## src/rtl/day4_alu_if.sv

```systemverilog
// Operand/result bundle for day4_alu; master drives operands, slave returns results.
// zero_o exists only when ALU_ZERO_FLAG_EN is defined.
interface day4_alu_if;
  logic [7:0] a_i;
  logic [7:0] b_i;
  logic [2:0] op_i;
  logic [7:0] alu_o;
  logic       carry_o;
`ifdef ALU_ZERO_FLAG_EN
  logic       zero_o;

  modport master (output a_i, output b_i, output op_i,
                  input alu_o, input carry_o, input zero_o);
  modport slave  (input a_i, input b_i, input op_i,
                  output alu_o, output carry_o, output zero_o);
`else
  modport master (output a_i, output b_i, output op_i,
                  input alu_o, input carry_o);
  modport slave  (input a_i, input b_i, input op_i,
                  output alu_o, output carry_o);
`endif
endinterface

```

## src/rtl/day4_alu.sv

```systemverilog
// Registered 8-bit ALU with one-cycle latency and async active-low reset.
// Optional registered zero flag enabled by defining ALU_ZERO_FLAG_EN.
module day4_alu (
  input  logic       clk,
  input  logic       reset_n,
  day4_alu_if.slave  bus
);

  typedef enum logic [2:0] {
    OP_ADD = 3'b000,
    OP_SUB = 3'b001,
    OP_SLL = 3'b010,
    OP_LSR = 3'b011,
    OP_AND = 3'b100,
    OP_OR  = 3'b101,
    OP_XOR = 3'b110,
    OP_EQL = 3'b111
  } alu_op_e;

  logic [8:0] sum_s;
  logic [7:0] diff_s;
  logic [7:0] alu_d;
  logic [7:0] alu_q;
  logic       carry_d;
  logic       carry_q;

  assign sum_s  = {1'b0, bus.a_i} + {1'b0, bus.b_i};
  assign diff_s = bus.a_i - bus.b_i;

  // Next-state result selection; shifts only look at b_i[2:0]
  always_comb begin
    alu_d   = 8'h00;
    carry_d = 1'b0;
    case (bus.op_i)
      OP_ADD: begin
        alu_d   = sum_s[7:0];
        carry_d = sum_s[8];
      end
      OP_SUB: begin
        alu_d   = diff_s;
        carry_d = (bus.a_i < bus.b_i);
      end
      OP_SLL: alu_d = bus.a_i << bus.b_i[2:0];
      OP_LSR: alu_d = bus.a_i >> bus.b_i[2:0];
      OP_AND: alu_d = bus.a_i & bus.b_i;
      OP_OR:  alu_d = bus.a_i | bus.b_i;
      OP_XOR: alu_d = bus.a_i ^ bus.b_i;
      OP_EQL: alu_d = {7'b000_0000, (bus.a_i == bus.b_i)};
      default: begin
        alu_d   = 8'h00;
        carry_d = 1'b0;
      end
    endcase
  end

  // Result and carry registers; reset discards any in-flight result
  always_ff @(posedge clk or negedge reset_n) begin
    if (!reset_n) begin
      alu_q   <= 8'h00;
      carry_q <= 1'b0;
    end else begin
      alu_q   <= alu_d;
      carry_q <= carry_d;
    end
  end

  assign bus.alu_o   = alu_q;
  assign bus.carry_o = carry_q;

`ifdef ALU_ZERO_FLAG_EN
  logic zero_q;

  // Zero flag tracks the value being loaded into alu_q
  always_ff @(posedge clk or negedge reset_n) begin
    if (!reset_n) begin
      zero_q <= 1'b1;
    end else begin
      zero_q <= (alu_d == 8'h00);
    end
  end

  assign bus.zero_o = zero_q;
`endif

endmodule

```

## src/flat_wrapper.sv

```systemverilog
// flat-port wrapper written by rule: the top's interface ports become plain ports
module day4_alu_flat 
  (clk, reset_n, bus_a_i, bus_b_i, bus_op_i, bus_alu_o, bus_carry_o);
  day4_alu_if bus_i ();
  input  logic clk;
  input  logic reset_n;
  input wire logic [$bits(bus_i.a_i)-1:0] bus_a_i;
  input wire logic [$bits(bus_i.b_i)-1:0] bus_b_i;
  input wire logic [$bits(bus_i.op_i)-1:0] bus_op_i;
  output wire logic [$bits(bus_i.alu_o)-1:0] bus_alu_o;
  output wire logic [$bits(bus_i.carry_o)-1:0] bus_carry_o;
  assign bus_i.a_i = bus_a_i;
  assign bus_i.b_i = bus_b_i;
  assign bus_i.op_i = bus_op_i;
  assign bus_alu_o = bus_i.alu_o;
  assign bus_carry_o = bus_i.carry_o;
  day4_alu u_core (.clk(clk), .reset_n(reset_n), .bus(bus_i));
endmodule
```

## config.mk

```make
export PLATFORM = sky130hd
export DESIGN_NAME = day4_alu_flat
export DESIGN_NICKNAME = d
export VERILOG_FILES = /design/src/rtl/day4_alu_if.sv /design/src/rtl/day4_alu.sv /design/src/flat_wrapper.sv
export SDC_FILE = /design/constraint.sdc
export NUM_CORES = 1
export LEC_CHECK = 0
export ABC_CLOCK_PERIOD_IN_PS = 800
export CORE_UTILIZATION = 35
export DETAILED_ROUTE_END_ITERATION = 16
export PLACE_DENSITY = 0.64
export REMOVE_ABC_BUFFERS = 1
export SYNTH_ARGS = -nofsm -noshare
export SYNTH_HDL_FRONTEND = slang
export SYNTH_SLANG_ARGS = --single-unit
```

## constraint.sdc

```tcl
create_clock -name clk -period 0.8 [get_ports clk]
set_input_delay 0.16 -clock clk [delete_from_list [all_inputs] [get_ports clk]]
set_output_delay 0.16 -clock clk [all_outputs]
set_load 0.1 [all_outputs]
```

# Yosys cells after proc, flatten, opt, wreduce, memory -nomap -nowiden

Index checks and enable logic that the tools add are counted.

Shift operators: 2
Equal/unequal tests: 8
Add/subtract/negate cells: 2
$lt $le $gt $ge: 1
Bitwise operators: 3
Muxes and demuxes: 2
Reduce and logical (&&, ||, !) cells: 1

Operator list:

| operator             | count |
|---|---|
| $pmux W8 S8          | 1 |
| $eq A3 B3 Y1 const B | 4 |
| $add A8 B8 Y9        | 1 |
| $and A8 B8 Y8        | 1 |
| $eq A8 B8 Y1         | 1 |
| $lt A8 B8 Y1         | 1 |
| $or A8 B8 Y8         | 1 |
| $shl A8 B3 Y8        | 1 |
| $shr A8 B3 Y8        | 1 |
| $sub A8 B8 Y8        | 1 |
| $xor A8 B8 Y8        | 1 |
| $eq A3 B2 Y1 const B | 2 |
| $eq A3 B1 Y1 const B | 1 |
| $logic_not A3 Y1     | 1 |
| $pmux W1 S2          | 1 |

Flip-flop bits (word level): 9
Input bits: 21
Output and inout port bits: 9

# Depth between registers and ports, before layout

Depth in word-level cells: 2
Depth in mapped cells: 10
Depth with buffers taken out: 10

# Worst setup path before layout

No wires, ideal clock.

Path kind: input to register
Start: input port bus_b_i[2]
End: register u_core.carry_q, in the netlist u_core.bus.carry_o
Data arrival time: 1,929 ps
Stages: 9
Setup slack: -1,264 ps
Library setup time: 134 ps
Cell sequence: clkbuf_1 -> inv_2 -> ha_1 -> buf_2 -> a21o_1 -> a21oi_1 -> o21ai_1 -> a2111oi_0 -> nor3_1

Word-level cells in the longest chain between the ends: 2
Elaborated cells between the ends (all ways): 3
Those cells by class: add/sub (1); order compare (1); mux (1)

Ends and longest elaborated chain:

| item                                          | RTL line                       | source |
|---|---|---|
| from (decl)                                   | flat_wrapper.sv:8              | `input wire logic [$bits(bus_i.b_i)-1:0] bus_b_i;` |
| $add A8 B8 Y9 or $lt A8 B8 Y1 (tied branches) | day4_alu.sv:27, day4_alu.sv:41 |  |
| $pmux W1 S2 (*)                               | day4_alu.sv:34                 | `case (bus.op_i)` |
| named net u_core.carry_d                      | day4_alu.sv:24                 | `logic carry_d;` |
| to (signal assigned)                          | day4_alu.sv:63                 | `carry_q <= carry_d;` |
| to (decl)                                     | day4_alu.sv:25                 | `logic carry_q;` |

The timed path passes the listed nets; every way through them passes the cells marked *.

# Worst setup path after layout

Start: input port bus_b_i[0]
End: register u_core.alu_q[1], in the netlist u_core.bus.alu_o[1]

Word-level cells in the longest chain between the ends: 2
Elaborated cells between the ends (all ways): 5
Those cells by class: add/sub (2); shift (2); mux (1)

Ends and longest elaborated chain:

| item                                  | RTL line       | source |
|---|---|---|
| $sub A8 B8 Y8 (tied with other cells) | day4_alu.sv:28 | `assign diff_s = bus.a_i - bus.b_i;` |
| $pmux W8 S8 (*)                       | day4_alu.sv:34 |  |
| named net u_core.alu_d[1]             | day4_alu.sv:22 | `logic [7:0] alu_d;` |
| to (signal assigned)                  | day4_alu.sv:62 | `alu_q <= alu_d;` |
| to (decl)                             | day4_alu.sv:23 | `logic [7:0] alu_q;` |

Marked as above.

==> results_dict.tcl <==
set metrics [dict create \
    outcome "finished, violations left" \
    violations "setup timing" \
    initial_core_util_pct 37.1 \
    synth_seq_cells 9 \
    wl_mm 7.08 \
    ctsHoldBuffers 0 \
    maxSlewViolCount 0 \
    nets 412 \
    final_antenna_net_count 0 \
    num_antenna_cells 0 \
    clockRootBuffer "clkbuf_8" \
    remaining_drc_errors 0 \
    die_w_um 76.3 \
    post-place-cells 415 \
    vias 2379 \
    drv_cap 0 \
    synthCells 248 \
    cts.sinks 9 \
    drtIter0Drc 182 \
    seq_area_frac_synth_pct 11.7 \
    synthDistinctLibCells 53 \
    cts_tree "yes" \
    synth_top_cell_by_area "ha_1" \
    grt_use_total_pct 25.0 \
    power.total_mw 3.95 \
    clock_path_buffers 2 \
    wl_per_cell_um 16.4 \
    peakVddDrop_v 0.000821 \
    fin_crit_sh_pct 196 \
    clk_pin_slew_worst_paths_ns 0.04 \
    ys.warnings.count 0 \
    antenna_found_initial 0 \
    critPathKind "input port to flip-flop" \
    setup_viol 18 \
    port_buffers 29 \
    grt_pass1_vias 2316 \
    tightestPinTransition_ns 0.349 \
    synth_ff_type "dfrtp_1" \
    core.rowCount 26 \
    viasPerCell 5.49 \
    place_congestion 0.900 \
    p_per_area_nw_per_um2 1100 \
    die_h_um 76.3 \
    required_ns 0.91 \
    grt_overflow 0 \
    rsz0062_at_grt "yes" \
    finalSetupTns_ns -7.61 \
    die_area_um2 5820 \
    area_growth_pct 86.3 \
    slew_headroom_pct 76.6 \
    fmax_mhz 638 \
    synth_commonest_cells "25 x ha_1, 23 x nand2_1, 21 x nor2_1" \
    endpoint_kind "flip-flop" \
    layout_min_cycle_time_ns 1.57 \
    synth_top_area_share_pct 16.2 \
    synth_area_leaders "ha_1 16%, dfrtp_1 12%, mux2i_1 8.3%" \
    synth_most_common_cell "ha_1" \
    critPathArrivalTime_ns 1.67 \
    layout_setup_ws_ns -0.768 \
    hold_viol 0 \
    coreArea_um2 5200 \
    hp-class "input port to asynchronous set/reset pin" \
    io_pins 30 \
    path_max_fanout 3 \
    h-tree-depth 1 \
    leakagePower_nw 1.60 \
    hpwl_mm 5.11 \
    synth-async-reset-ratio_pct 100 \
    final_cells 433 \
    synth.avg_cell_area_um2 7.78 \
    firstDrtPassIters 5 \
    synth_area_um2 1930 \
    fin_util_pct 69.1 \
    drive_gt1_share_pct 58.4 \
    grt_pass1_wl_mm 11.5 \
    worst_setup_path_start_kind "input port" \
    grt_max_degree 15 \
    cts_made_buffers 3 \
    synth_edf_count 0 \
]
path summary, 6_finish.rpt:
path                             from                  end  cells past startpoint
max                        bus_b_i[0]  u_core.bus.alu_o[1]                     10
min                           reset_n  u_core.bus.alu_o[3]                      2
max in group asynchronous     reset_n  u_core.bus.alu_o[4]                      2
min in group clk           bus_b_i[1]  u_core.bus.alu_o[0]                      5
cell usage in the layout, fill, tap and decap left out, types with 4 or more instances in the layout:
cell type / n
nand3_1: 5
buf_8: 4
dlygate4sd2_1: 7
mux2i_1: 13
ha_2: 5
dfrtp_1: 9
o21ai_0: 4
nor3_1: 5
buf_12: 10
o21ai_1: 5
mux4_2: 7
buf_6: 24
o22ai_1: 5
ha_4: 11
ha_1: 9
nor2_1: 19
a21oi_1: 7
xnor2_1: 5
nor3_2: 6
buf_4: 78
a21oi_2: 7
nand2_1: 22
inv_2: 13
report_power, final:
part	total, mW	leakage, nW	internal [mW]	switching (mW)
logic	2.86	1.46	1.35	1.52
registers	0.572	0.111	0.522	0.0504
clock network	0.510	0.0228	0.346	0.164
total	3.95	1.60	2.21	1.73
worst max-delay path, cell delays in order:
cell       delay (ns)
buf_8            0.10
buf_6            0.11
ha_4             0.15
inv_2            0.05
fa_2             0.43
nor2_2           0.10
a211oi_2         0.05
a211oi_2         0.22
o21ai_1          0.15
o2bb2ai_1        0.15
kinds of logic after synthesis:
group / synth area share, %
DFF: 11.7
buffers and inverters: 8.49
muxes: 16.5
xor gates and xnor gates: 4.08
AOI/OAI and AO/OA: 22.0
adders and majority gates: 18.3
and+or+nand+nor: 19.1
stage by stage:
step           setup slack (ns)  area [um2]  hold slack, ns
5_1_grt                  -0.818        3600           0.228
6_report                 -0.768        3600           0.213
4_1_cts                  -0.774        3560           0.216
3_5_place_dp              -1.68        2950           0.450
3_3_place_gp              -1.59        2950           0.458
2_1_floorplan             -1.02        1850          -0.136
cell type report:
class / count / area (um2)
Clock buffer: 4 / 45.0
Fill cell: 404 / 1610
Inverter: 21 / 96.3
Multi-Input combinational cell: 201 / 1940
Sequential cell: 9 / 225
Tap cell: 70 / 87.6
Timing Repair Buffer: 128 / 1210
state kept, by name, summed over array words and instances, names as in the netlist:
name                flops
u_core.bus.carry_o      1
u_core.bus.alu_o        8
layer usage:
layer  track usage, %  routed length, um  vias to the layer above
met5                0                  0                        -
met4             8.65                140                        0
met3             2.40                438                       15
met2             43.6               3540                      114
met1             32.1               2960                     1130
li1                 -                  -                     1120
what timing repair did:
action,in CTS,in global routing
endpoints found under the hold margin,0,0
buffers inserted,14,1
pin swaps,55,21
endpoints found under the setup margin,18,18
gates resized for setup,170,16
(Power assumes the default switching activity.)
